$ cat config.mk
export PLATFORM = sky130hd
export DESIGN_NAME = mips_load_store_unit
export DESIGN_NICKNAME = d
export VERILOG_FILES = /design/src/rtl/mips_lsu_pkg.sv /design/src/rtl/mips_lsu_align.sv /design/src/rtl/mips_load_store_unit.sv
export SDC_FILE = /design/constraint.sdc
export NUM_CORES = 1
export LEC_CHECK = 0
export ABC_AREA = 1
export CORE_ASPECT_RATIO = 1.1
export CORE_MARGIN = 3
export CORE_UTILIZATION = 51
export CTS_BUF_LIST = sky130_fd_sc_hd__clkbuf_8 sky130_fd_sc_hd__clkbuf_16
export DETAILED_ROUTE_END_ITERATION = 8
export PLACE_DENSITY = 0.93
export SETUP_SLACK_MARGIN = 0.3
export SLEW_MARGIN = 20
export SYNTH_ARGS = -nofsm -noshare
export SYNTH_HDL_FRONTEND = slang
export SYNTH_HIERARCHICAL = 1
export SYNTH_SLANG_ARGS = --single-unit
$ cat constraint.sdc
create_clock -name clk -period 2 [get_ports clk]
set_input_delay 0.3 -clock clk [delete_from_list [all_inputs] [get_ports clk]]
set_output_delay 0.3 -clock clk [all_outputs]
set_load 0.01 [all_outputs]
$ cat src/rtl/mips_lsu_pkg.sv
// Shared definitions for the MIPS load/store unit: op and FSM encodings
// plus the request fault check used at acceptance.
package mips_lsu_pkg;

    typedef enum logic [2:0] {
        OP_LB  = 3'b000,
        OP_LH  = 3'b001,
        OP_LW  = 3'b010,
        OP_SW  = 3'b011,
        OP_LBU = 3'b100,
        OP_LHU = 3'b101,
        OP_SB  = 3'b110,
        OP_SH  = 3'b111
    } lsu_op_e;

    typedef enum logic [2:0] {
        ST_IDLE = 3'd0,
        ST_RD1  = 3'd1,
        ST_RD2  = 3'd2,
        ST_WR   = 3'd3,
        ST_RESP = 3'd4
    } lsu_state_e;

    // Misalignment for the access size, or a word index beyond the memory.
    function automatic logic lsu_fault(input lsu_op_e op, input logic [31:0] addr,
                                       input logic [31:0] mem_words);
        logic misaligned;
        misaligned = 1'b0;
        case (op)
            OP_LH, OP_LHU, OP_SH: misaligned = addr[0];
            OP_LW, OP_SW:         misaligned = (addr[1:0] != 2'b00);
            default:              misaligned = 1'b0;
        endcase
        return misaligned || ({2'b00, addr[31:2]} >= mem_words);
    endfunction

endpackage

$ cat src/rtl/mips_lsu_align.sv
// Big-endian byte/halfword extraction with sign/zero extension, and the
// read-modify-write merge used for sub-word stores.
module mips_lsu_align
    import mips_lsu_pkg::*;
(
    input  logic [2:0]  op_i,
    input  logic [1:0]  offset_i,
    input  logic [31:0] rword_i,
    input  logic [31:0] wdata_i,
    output logic [31:0] load_data_o,
    output logic [31:0] store_word_o
);

    logic [7:0]  byte_s;
    logic [15:0] half_s;

    // Select the addressed byte/halfword (offset 0 is the most significant).
    always_comb begin
        byte_s = 8'h00;
        case (offset_i)
            2'd0:    byte_s = rword_i[31:24];
            2'd1:    byte_s = rword_i[23:16];
            2'd2:    byte_s = rword_i[15:8];
            2'd3:    byte_s = rword_i[7:0];
            default: byte_s = 8'h00;
        endcase
        half_s = offset_i[1] ? rword_i[15:0] : rword_i[31:16];
    end

    // Extend loads to 32 bits.
    always_comb begin
        load_data_o = 32'h0000_0000;
        case (lsu_op_e'(op_i))
            OP_LB:   load_data_o = {{24{byte_s[7]}}, byte_s};
            OP_LBU:  load_data_o = {24'h00_0000, byte_s};
            OP_LH:   load_data_o = {{16{half_s[15]}}, half_s};
            OP_LHU:  load_data_o = {16'h0000, half_s};
            OP_LW:   load_data_o = rword_i;
            default: load_data_o = 32'h0000_0000;
        endcase
    end

    // Replace only the addressed lane of the fetched word for SB/SH.
    always_comb begin
        store_word_o = rword_i;
        case (lsu_op_e'(op_i))
            OP_SB: begin
                case (offset_i)
                    2'd0:    store_word_o[31:24] = wdata_i[7:0];
                    2'd1:    store_word_o[23:16] = wdata_i[7:0];
                    2'd2:    store_word_o[15:8]  = wdata_i[7:0];
                    2'd3:    store_word_o[7:0]   = wdata_i[7:0];
                    default: store_word_o = rword_i;
                endcase
            end
            OP_SH: begin
                if (offset_i[1]) begin
                    store_word_o[15:0] = wdata_i[15:0];
                end else begin
                    store_word_o[31:16] = wdata_i[15:0];
                end
            end
            default: store_word_o = wdata_i;
        endcase
    end

endmodule

$ cat src/rtl/mips_load_store_unit.sv
// Load/store unit between a MIPS pipeline and a word-addressed data memory;
// sub-word stores are done as read-modify-write.
module mips_load_store_unit
    import mips_lsu_pkg::*;
#(
    parameter int MEM_WORDS = 64
) (
    input  logic        clk,
    input  logic        reset,
    input  logic        req_valid,
    output logic        req_ready,
    input  logic [2:0]  req_op,
    input  logic [31:0] req_addr,
    input  logic [31:0] req_wdata,
    output logic        resp_valid,
    output logic [31:0] resp_rdata,
    output logic        resp_fault,
    output logic [31:0] mem_address,
    output logic [31:0] write_data,
    output logic        sig_mem_read,
    output logic        sig_mem_write,
    input  logic [31:0] read_data
);

    localparam logic [31:0] MEM_WORDS_W = 32'(MEM_WORDS);

    lsu_state_e  state_q;
    lsu_op_e     op_q;
    logic [31:0] addr_q;
    logic [31:0] wdata_q;
    logic        req_ready_q;
    logic        resp_valid_q;
    logic [31:0] resp_rdata_q;
    logic        resp_fault_q;
    logic [31:0] mem_address_q;
    logic [31:0] write_data_q;
    logic        mem_read_q;
    logic        mem_write_q;
    logic [31:0] load_data_s;
    logic [31:0] store_word_s;

    mips_lsu_align u_align (
        .op_i         (op_q),
        .offset_i     (addr_q[1:0]),
        .rword_i      (read_data),
        .wdata_i      (wdata_q),
        .load_data_o  (load_data_s),
        .store_word_o (store_word_s)
    );

    // Request FSM; every output is a register loaded on the transition into its state.
    always_ff @(posedge clk) begin
        if (reset) begin
            state_q       <= ST_IDLE;
            op_q          <= OP_LB;
            addr_q        <= 32'h0000_0000;
            wdata_q       <= 32'h0000_0000;
            req_ready_q   <= 1'b1;
            resp_valid_q  <= 1'b0;
            resp_rdata_q  <= 32'h0000_0000;
            resp_fault_q  <= 1'b0;
            mem_address_q <= 32'h0000_0000;
            write_data_q  <= 32'h0000_0000;
            mem_read_q    <= 1'b0;
            mem_write_q   <= 1'b0;
        end else begin
            case (state_q)
                ST_IDLE: begin
                    if (req_valid) begin
                        op_q        <= lsu_op_e'(req_op);
                        addr_q      <= req_addr;
                        wdata_q     <= req_wdata;
                        req_ready_q <= 1'b0;
                        if (lsu_fault(lsu_op_e'(req_op), req_addr, MEM_WORDS_W)) begin
                            state_q      <= ST_RESP;
                            resp_valid_q <= 1'b1;
                            resp_fault_q <= 1'b1;
                            resp_rdata_q <= 32'h0000_0000;
                        end else if (lsu_op_e'(req_op) == OP_SW) begin
                            state_q       <= ST_WR;
                            mem_address_q <= {2'b00, req_addr[31:2]};
                            write_data_q  <= req_wdata;
                            mem_write_q   <= 1'b1;
                        end else begin
                            state_q       <= ST_RD1;
                            mem_address_q <= {2'b00, req_addr[31:2]};
                            mem_read_q    <= 1'b1;
                        end
                    end else begin
                        state_q <= ST_IDLE;
                    end
                end
                ST_RD1: begin
                    state_q <= ST_RD2;
                end
                ST_RD2: begin
                    mem_read_q <= 1'b0;
                    if (op_q == OP_SB || op_q == OP_SH) begin
                        state_q      <= ST_WR;
                        write_data_q <= store_word_s;
                        mem_write_q  <= 1'b1;
                    end else begin
                        state_q       <= ST_RESP;
                        mem_address_q <= 32'h0000_0000;
                        resp_valid_q  <= 1'b1;
                        resp_rdata_q  <= load_data_s;
                    end
                end
                ST_WR: begin
                    state_q       <= ST_RESP;
                    mem_write_q   <= 1'b0;
                    mem_address_q <= 32'h0000_0000;
                    write_data_q  <= 32'h0000_0000;
                    resp_valid_q  <= 1'b1;
                    resp_rdata_q  <= 32'h0000_0000;
                end
                ST_RESP: begin
                    state_q      <= ST_IDLE;
                    req_ready_q  <= 1'b1;
                    resp_valid_q <= 1'b0;
                    resp_rdata_q <= 32'h0000_0000;
                    resp_fault_q <= 1'b0;
                end
                default: begin
                    state_q       <= ST_IDLE;
                    req_ready_q   <= 1'b1;
                    resp_valid_q  <= 1'b0;
                    resp_fault_q  <= 1'b0;
                    mem_read_q    <= 1'b0;
                    mem_write_q   <= 1'b0;
                    mem_address_q <= 32'h0000_0000;
                end
            endcase
        end
    end

    assign req_ready     = req_ready_q;
    assign resp_valid    = resp_valid_q;
    assign resp_rdata    = resp_rdata_q;
    assign resp_fault    = resp_fault_q;
    assign mem_address   = mem_address_q;
    assign write_data    = write_data_q;
    assign sig_mem_read  = mem_read_q;
    assign sig_mem_write = mem_write_q;

endmodule

==> results of run 1 <==
[kinds of logic (layout without fill, tap and decap cells)]
logic type | Yosys count | count (layout) | synth area share (%)
DFF | 139 | 139 | 33.4
buffers and inverters | 274 | 500 | 13.4
AOI/OAI and AO/OA | 157 | 157 | 13.0
other | 1 | 3 | 0.0450
and+or+nand+nor | 822 | 822 | 40.2
[worst min path at each step]
stage	startpoint	endpoint	slack [ps]
2_1_floorplan	reset	req_ready	410
3_3_place_gp	mem_address[28]	mem_address[28]	420
3_5_place_dp	mem_address[8]	mem_address[8]	430
4_1_cts	reset	mem_address[4]	330
5_1_grt	req_op[2]	op_q[2]	190
6_report	req_op[2]	op_q[2]	220
[worst reg2reg max path: stages, from the launching register on]
cell     delay [ps]
dfxtp_4         390
nor2_4           50
inv_4            70
buf_12          110
nor2_4           30
nand2_1          80
nand2_2          80
nor2_2          190
nand3_4         150
buf_6           170
buf_12          140
nor2_1          190
nor2_2           80
[stage by stage]
step / cells / utilization, %
floorplan: 1394 / -
global placement: 1751 / 67.1
detailed placement: 1751 / 67.1
CTS: 1795 / 71.9
global route: 1821 / 76.2
finish: 1821 / 76.2
[synthesized netlist by cell type]
master,instances,area [sq um]
nand3_2,3,30.0
nor3_2,1,10.0
nand4_1,5,31.3
nor2_4,3,33.8
nor3b_1,1,7.51
nand2_1,458,1720
nand2_2,3,18.8
buf_4,9,67.6
nor2_1,207,777
buf_6,1,11.3
o21ai_0,14,70.1
dfxtp_1,139,2780
conb_1,1,3.75
a21oi_2,1,8.76
o21a_1,1,7.51
buf_1,6,22.5
inv_2,9,33.8
nand3_1,135,676
buf_2,37,185
nor3_1,2,10.0
clkbuf_1,34,128
or2_0,1,6.26
o211ai_1,65,488
a21boi_0,1,7.51
inv_1,178,668
o21bai_1,1,7.51
nor2_8,1,20.0
a21oi_1,42,210
nor2_2,2,12.5
a22o_1,32,280
[repair_timing]
action	in CTS	in global routing
resized for setup	8	114
pin swaps	4	29
setup endpoints to repair	90	105
buffers inserted	9	16
gates cloned	3	9
[final cells by class]
cell class              count  area [sq um]
inverters                 187           707
flip-flops and latches    139          2810
clock buffers              17           425
repair buffers            281          3040
multi-input cells         981          4670
diodes                      1          2.50
well taps                 200           250
fillers                  1135          3780
clock inverters            15           171
[power groups by stage]
stage / clock [uW] / sequential, uW / combinational (uW)
after CTS: 3270 / 3000 / 1510
after detailed placement: 0 / 3060 / 1460
after floorplan: 0 / 3060 / 780
final: 3260 / 3000 / 1730
after global routing: 3390 / 3010 / 1880
after global placement: 0 / 3050 / 1440
[metal layers]
metal / share of wire, % / routed length, um / global-route usage, % / vias up
met5: 0 / 0 / 0 / -
met1: 37 / 11800 / 38.9 / 4625
met2: 47 / 15000 / 51.0 / 725
li1: - / - / - / 4779
met4: 5.8 / 1870 / 14.1 / 0
met3: 11 / 3500 / 7.89 / 165
[flip-flops by register name, indices dropped and copies added (netlist names)]
signal         flops
resp_rdata        32
wdata_q           32
write_data        32
mem_address       30
op_q               3
state_q            3
addr_q             2
req_ready          1
resp_fault         1
resp_valid         1
sig_mem_read       1
sig_mem_write      1
==> flow_summary.yaml, run 1 <==
synth:
  ys.warnings.count: 6
  syn_avg_cell_area_sq_um: 5.98
  synth.distinct_cells: 30
  postSynthCellCount: 1393
  ys_ff_latch: 139
  synth_seq_area_share_pct: 33.4
  synth_area_sq_mm: 0.00833
die:
  core-area_sq_mm: 0.0159
  rows: 48
  initial_core_util_pct: 52.6
  io_pins: 203
  die_x_um: 128
  dieArea_sq_mm: 0.0179
  fp.dieH_um: 140
clock_network:
  worstSkewPairLatency_ps: 440
  cts_tree: "yes"
  root_buffer: "clkbuf_16"
  clock-sinks: 139
  cts_buffer_depth: 2
  clk_pin_slew_ps: 70
  cts_buffers: 17
  htreeDepth: 4
  hold_buffers: 0
timing:
  period_share_pct: 92.6
  whs_ps: 216
  maxSlewViolCount: 0
  setup_viol_count_final: 0
  skew_ps: 11.2
  hold_violations: 0
  setup_tns_ps: 0
  min_period_ps: 1850
  clock.fmax_ghz: 0.540
  rsz0062_at_grt: "yes"
  timing.final.ws_setup_ps: 148
setup_path:
  crit_start: "state_q[2]"
  cp.required_ps: 2320
  cp.depth: 12
  worst_path_max_delay_cell: "dfxtp_4"
  ff2ff_path_depth: 12
  r2r_start: "state_q[2]"
  r2r-end: "write_data[11]"
  endpoint_kind: "flip-flop"
  path_max_fanout: 8
  arrival_ps: 2180
  cpPeakStageDelay_ps: 390
  critPathBufInv: 4
  critPathCapture: "write_data[11]"
  crit_family: "simple AND/OR/NAND/NOR gates"
  crit_chain: "nor2_4, inv_4, buf_12, nor2_4, nand2_1, nand2_2, nor2_2, nand3_4, buf_6, buf_12, nor2_1, nor2_2"
  rrSetupSlack_ps: 150
  cp-start-kind: "flip-flop"
  crit_type: "reg2reg"
layout:
  drive_above_1_share_pct: 12.4
  fin_area_sq_mm: 0.0121
  layout_commonest_cell: "nand2_1"
  final_nets: 1709
  area_delta_synth_final_pct: 44.9
  final_cell_mix: "436 x nand2_1, 188 x nor2_1, 172 x clkdlybuf4s50_1"
place:
  gp_congestion: 1.00
  hpwl_um: 19800
  port_buffers: 200
  dpl-instance-area_sq_mm: 0.0106
  place_ws_ps: -28.1
grt:
  grt_pass1_wl_um: 45300
  antenna_found_initial: 1
  grt_usage_pct: 31.3
  grt_pass1_vias: 9134
  overflow: 0
  grt_max_degree: 52
detailed_routing:
  dr.pass1.iters: 6
  wl_um: 32200
  drc: 0
  viasPerCell: 5.65
  drt_iter0_drc: 1495
  ant_nets: 0
  vias: 10300
  routedWlPerCell_um: 17.7
min_path:
  hold_depth: 3
  hold_path_class: "in2reg"
job:
  max_cap_viol_count: 0
power_and_ir_drop:
  power_leakage_uw: 0.00591
  internal_power_uw: 5460
  swShare_pct: 31.7
  p_sw_uw: 2540
  clockPowerShare_pct: 40.7
  p_comb_share_pct: 21.7
  powerDensity_mw_per_mm2: 662
  max-vdd-ir-drop_mv: 0.588
  total_power_uw: 7990
  seq_power_share_pct: 37.6
status:
  outcome: "finished, final reports clean"
Power figures use the tool's default switching activity.
==> run 2: changes to the inputs <==
--- a/config.mk
+++ b/config.mk
@@ -6,6 +6,7 @@
 export NUM_CORES = 1
 export LEC_CHECK = 0
 export ABC_AREA = 1
+export ABC_CLOCK_PERIOD_IN_PS = 2000
 export CORE_ASPECT_RATIO = 1.1
 export CORE_MARGIN = 3
 export CORE_UTILIZATION = 51
==> results of run 2 <==
Same layout as run 1: the final DEF is identical, and so are final timing and power.
==> run 3: changes to the inputs <==
--- a/config.mk
+++ b/config.mk
@@ -13,7 +13,6 @@
 export CTS_BUF_LIST = sky130_fd_sc_hd__clkbuf_8 sky130_fd_sc_hd__clkbuf_16
 export DETAILED_ROUTE_END_ITERATION = 8
 export PLACE_DENSITY = 0.93
-export SETUP_SLACK_MARGIN = 0.3
 export SLEW_MARGIN = 20
 export SYNTH_ARGS = -nofsm -noshare
 export SYNTH_HDL_FRONTEND = slang
==> run 3 against run 2 <==
Effect of this change: die area unchanged; first-iteration DRC count down 24%; clock power is 1% lower; final cell count shrank 1.9%; via count shrank 7.6%; maximum frequency up 1.7%; clock-buffer cell count did not move; non-clock buffer count decreased by 34; largest power group unchanged.
==> flow_summary.yaml, run 3 (synthesis results as in run 1) <==
status:
  outcome: "finished, final reports clean"
power_and_ir_drop:
  power_leakage_uw: 0.00536
  internal_power_uw: 5350
  clockPowerShare_pct: 41.7
  p_comb_share_pct: 19.4
  max-vdd-ir-drop_mv: 0.599
  swShare_pct: 30.7
  p_sw_uw: 2370
  seq_power_share_pct: 38.9
  powerDensity_mw_per_mm2: 686
setup_path:
  worst_path_max_delay_cell: "dfxtp_1"
  cp.required_ps: 2330
  path_max_fanout: 16
  r2r_start: "addr_q[0]"
  cp-start-kind: "flip-flop"
  cpPeakStageDelay_ps: 540
  ff2ff_path_depth: 9
  crit_chain: "inv_2, nand2_1, buf_4, nand2_1, o211ai_1, nand3_1, a22o_1, nor2_1, nor2_1"
  crit_type: "reg2reg"
  arrival_ps: 2150
  endpoint_kind: "flip-flop"
  r2r-end: "write_data[15]"
  rrSetupSlack_ps: 180
die:
  core-area_sq_mm: 0.0159
  dieArea_sq_mm: 0.0179
  rows: 48
  fp.dieH_um: 140
  io_pins: 203
  die_x_um: 128
  initial_core_util_pct: 52.6
timing:
  skew_ps: 10.0
  maxSlewViolCount: 0
  timing.final.ws_setup_ps: 178
  clock.fmax_ghz: 0.549
  hold_violations: 0
  whs_ps: 330
  rsz0062_at_grt: "no"
  min_period_ps: 1820
  period_share_pct: 91.1
  setup_tns_ps: 0
  setup_viol_count_final: 0
clock_network:
  clk_pin_slew_ps: 70
  htreeDepth: 4
  cts_buffers: 17
  worstSkewPairLatency_ps: 430
  clock-sinks: 139
  root_buffer: "clkbuf_16"
  cts_buffer_depth: 2
  hold_buffers: 0
  cts_tree: "yes"
layout:
  seqCellArea_sq_mm: 0.00278
  fillers: 1328
  num_antenna_cells: 0
  final_cell_mix: "457 x nand2_1, 206 x nor2_1, 199 x clkdlybuf4s50_1"
  area_delta_synth_final_pct: 35.1
  final_nets: 1675
  multiInputGateArea_sq_mm: 0.00445
  fin_area_sq_mm: 0.0113
  layout_commonest_cell: "nand2_1"
  layout.cells.non_filler: 1786
  drive_above_1_share_pct: 6.68
min_path:
  hp-start: "reset"
  hold_depth: 4
  worstHoldEndpoint: "mem_address[4]"
  hold_path_class: "in2reg"
job:
  max_cap_viol_count: 0
grt:
  overflow: 0
  grt_usage_pct: 30.1
  grt_max_degree: 65
  grt_pass1_wl_um: 43800
  grt_pass1_vias: 8849
  antenna_found_initial: 0
detailed_routing:
  vias: 9511
  drc: 0
  wl_um: 27000
  drt_iter0_drc: 1134
  viasPerCell: 5.33
  dr.pass1.iters: 6
  ant_nets: 0
  routedWlPerCell_um: 15.1
place:
  place.detailed.instances: 1751
  place_ws_ps: -28.1
  dpl-instance-area_sq_mm: 0.0106
  gp_congestion: 1.00
  port_buffers: 200
  hpwl_um: 19800
[run 3: worst max-delay path by stage]
stage,startpoint,to,slack (ps),cells after the start
final,addr_q[0],write_data[15],180,9
after detailed placement,req_op[2],write_data[11],-30,12
after CTS,addr_q[1],write_data[16],100,8
after global placement,req_addr[21],write_data[6],50,10
after floorplan,addr_q[0],write_data[16],410,8
after global routing,addr_q[1],resp_rdata[27],40,11
[run 3: repair_timing]
item / CTS / global route
endpoints found under the hold margin: 0 / 0
gates resized for setup: 0 / 1
setup endpoints to repair: 0 / 11
setup buffers: 0 / 3
[run 3: power by group through the flow]
stage	combinational, uW	sequential (uW)	clock, uW
2_1_floorplan	780	3060	0
5_1_grt	1660	3010	3380
3_5_place_dp	1460	3060	0
6_report	1500	3000	3220
4_1_cts	1480	3000	3270
3_3_place_gp	1440	3050	0
[run 3: layout make-up]
cell class / instances / share of cell area, %
clock buffers: 17 / 3.78
repair buffers: 247 / 22.0
multi-input cells: 981 / 39.5
inverters: 187 / 6.24
clock inverters: 15 / 1.52
flip-flops and latches: 139 / 24.7
well taps: 200 / 2.22
[run 3: layer usage]
layer  GRT usage [%]  wire length [um]
met1            38.6             11100
met2            49.2             12500
met3            6.22              2290
met4            12.6              1110
met5               0                 0
[run 3: worst max-delay path, delay by kind of cell, from the launching register on]
family / cells / cell delay, ps
compound gates: 2 / 340
simple gates: 5 / 450
buf+inv: 2 / 380
flops: 1 / 540
[run 3: per-stage QoR]
step                      util (%)  power (uW)
after detailed placement      67.1        4520
after global placement        67.1        4490
after global routing          71.0        8060
after floorplan                  -        3840
final                         71.0        7720
after CTS                     70.8        7740
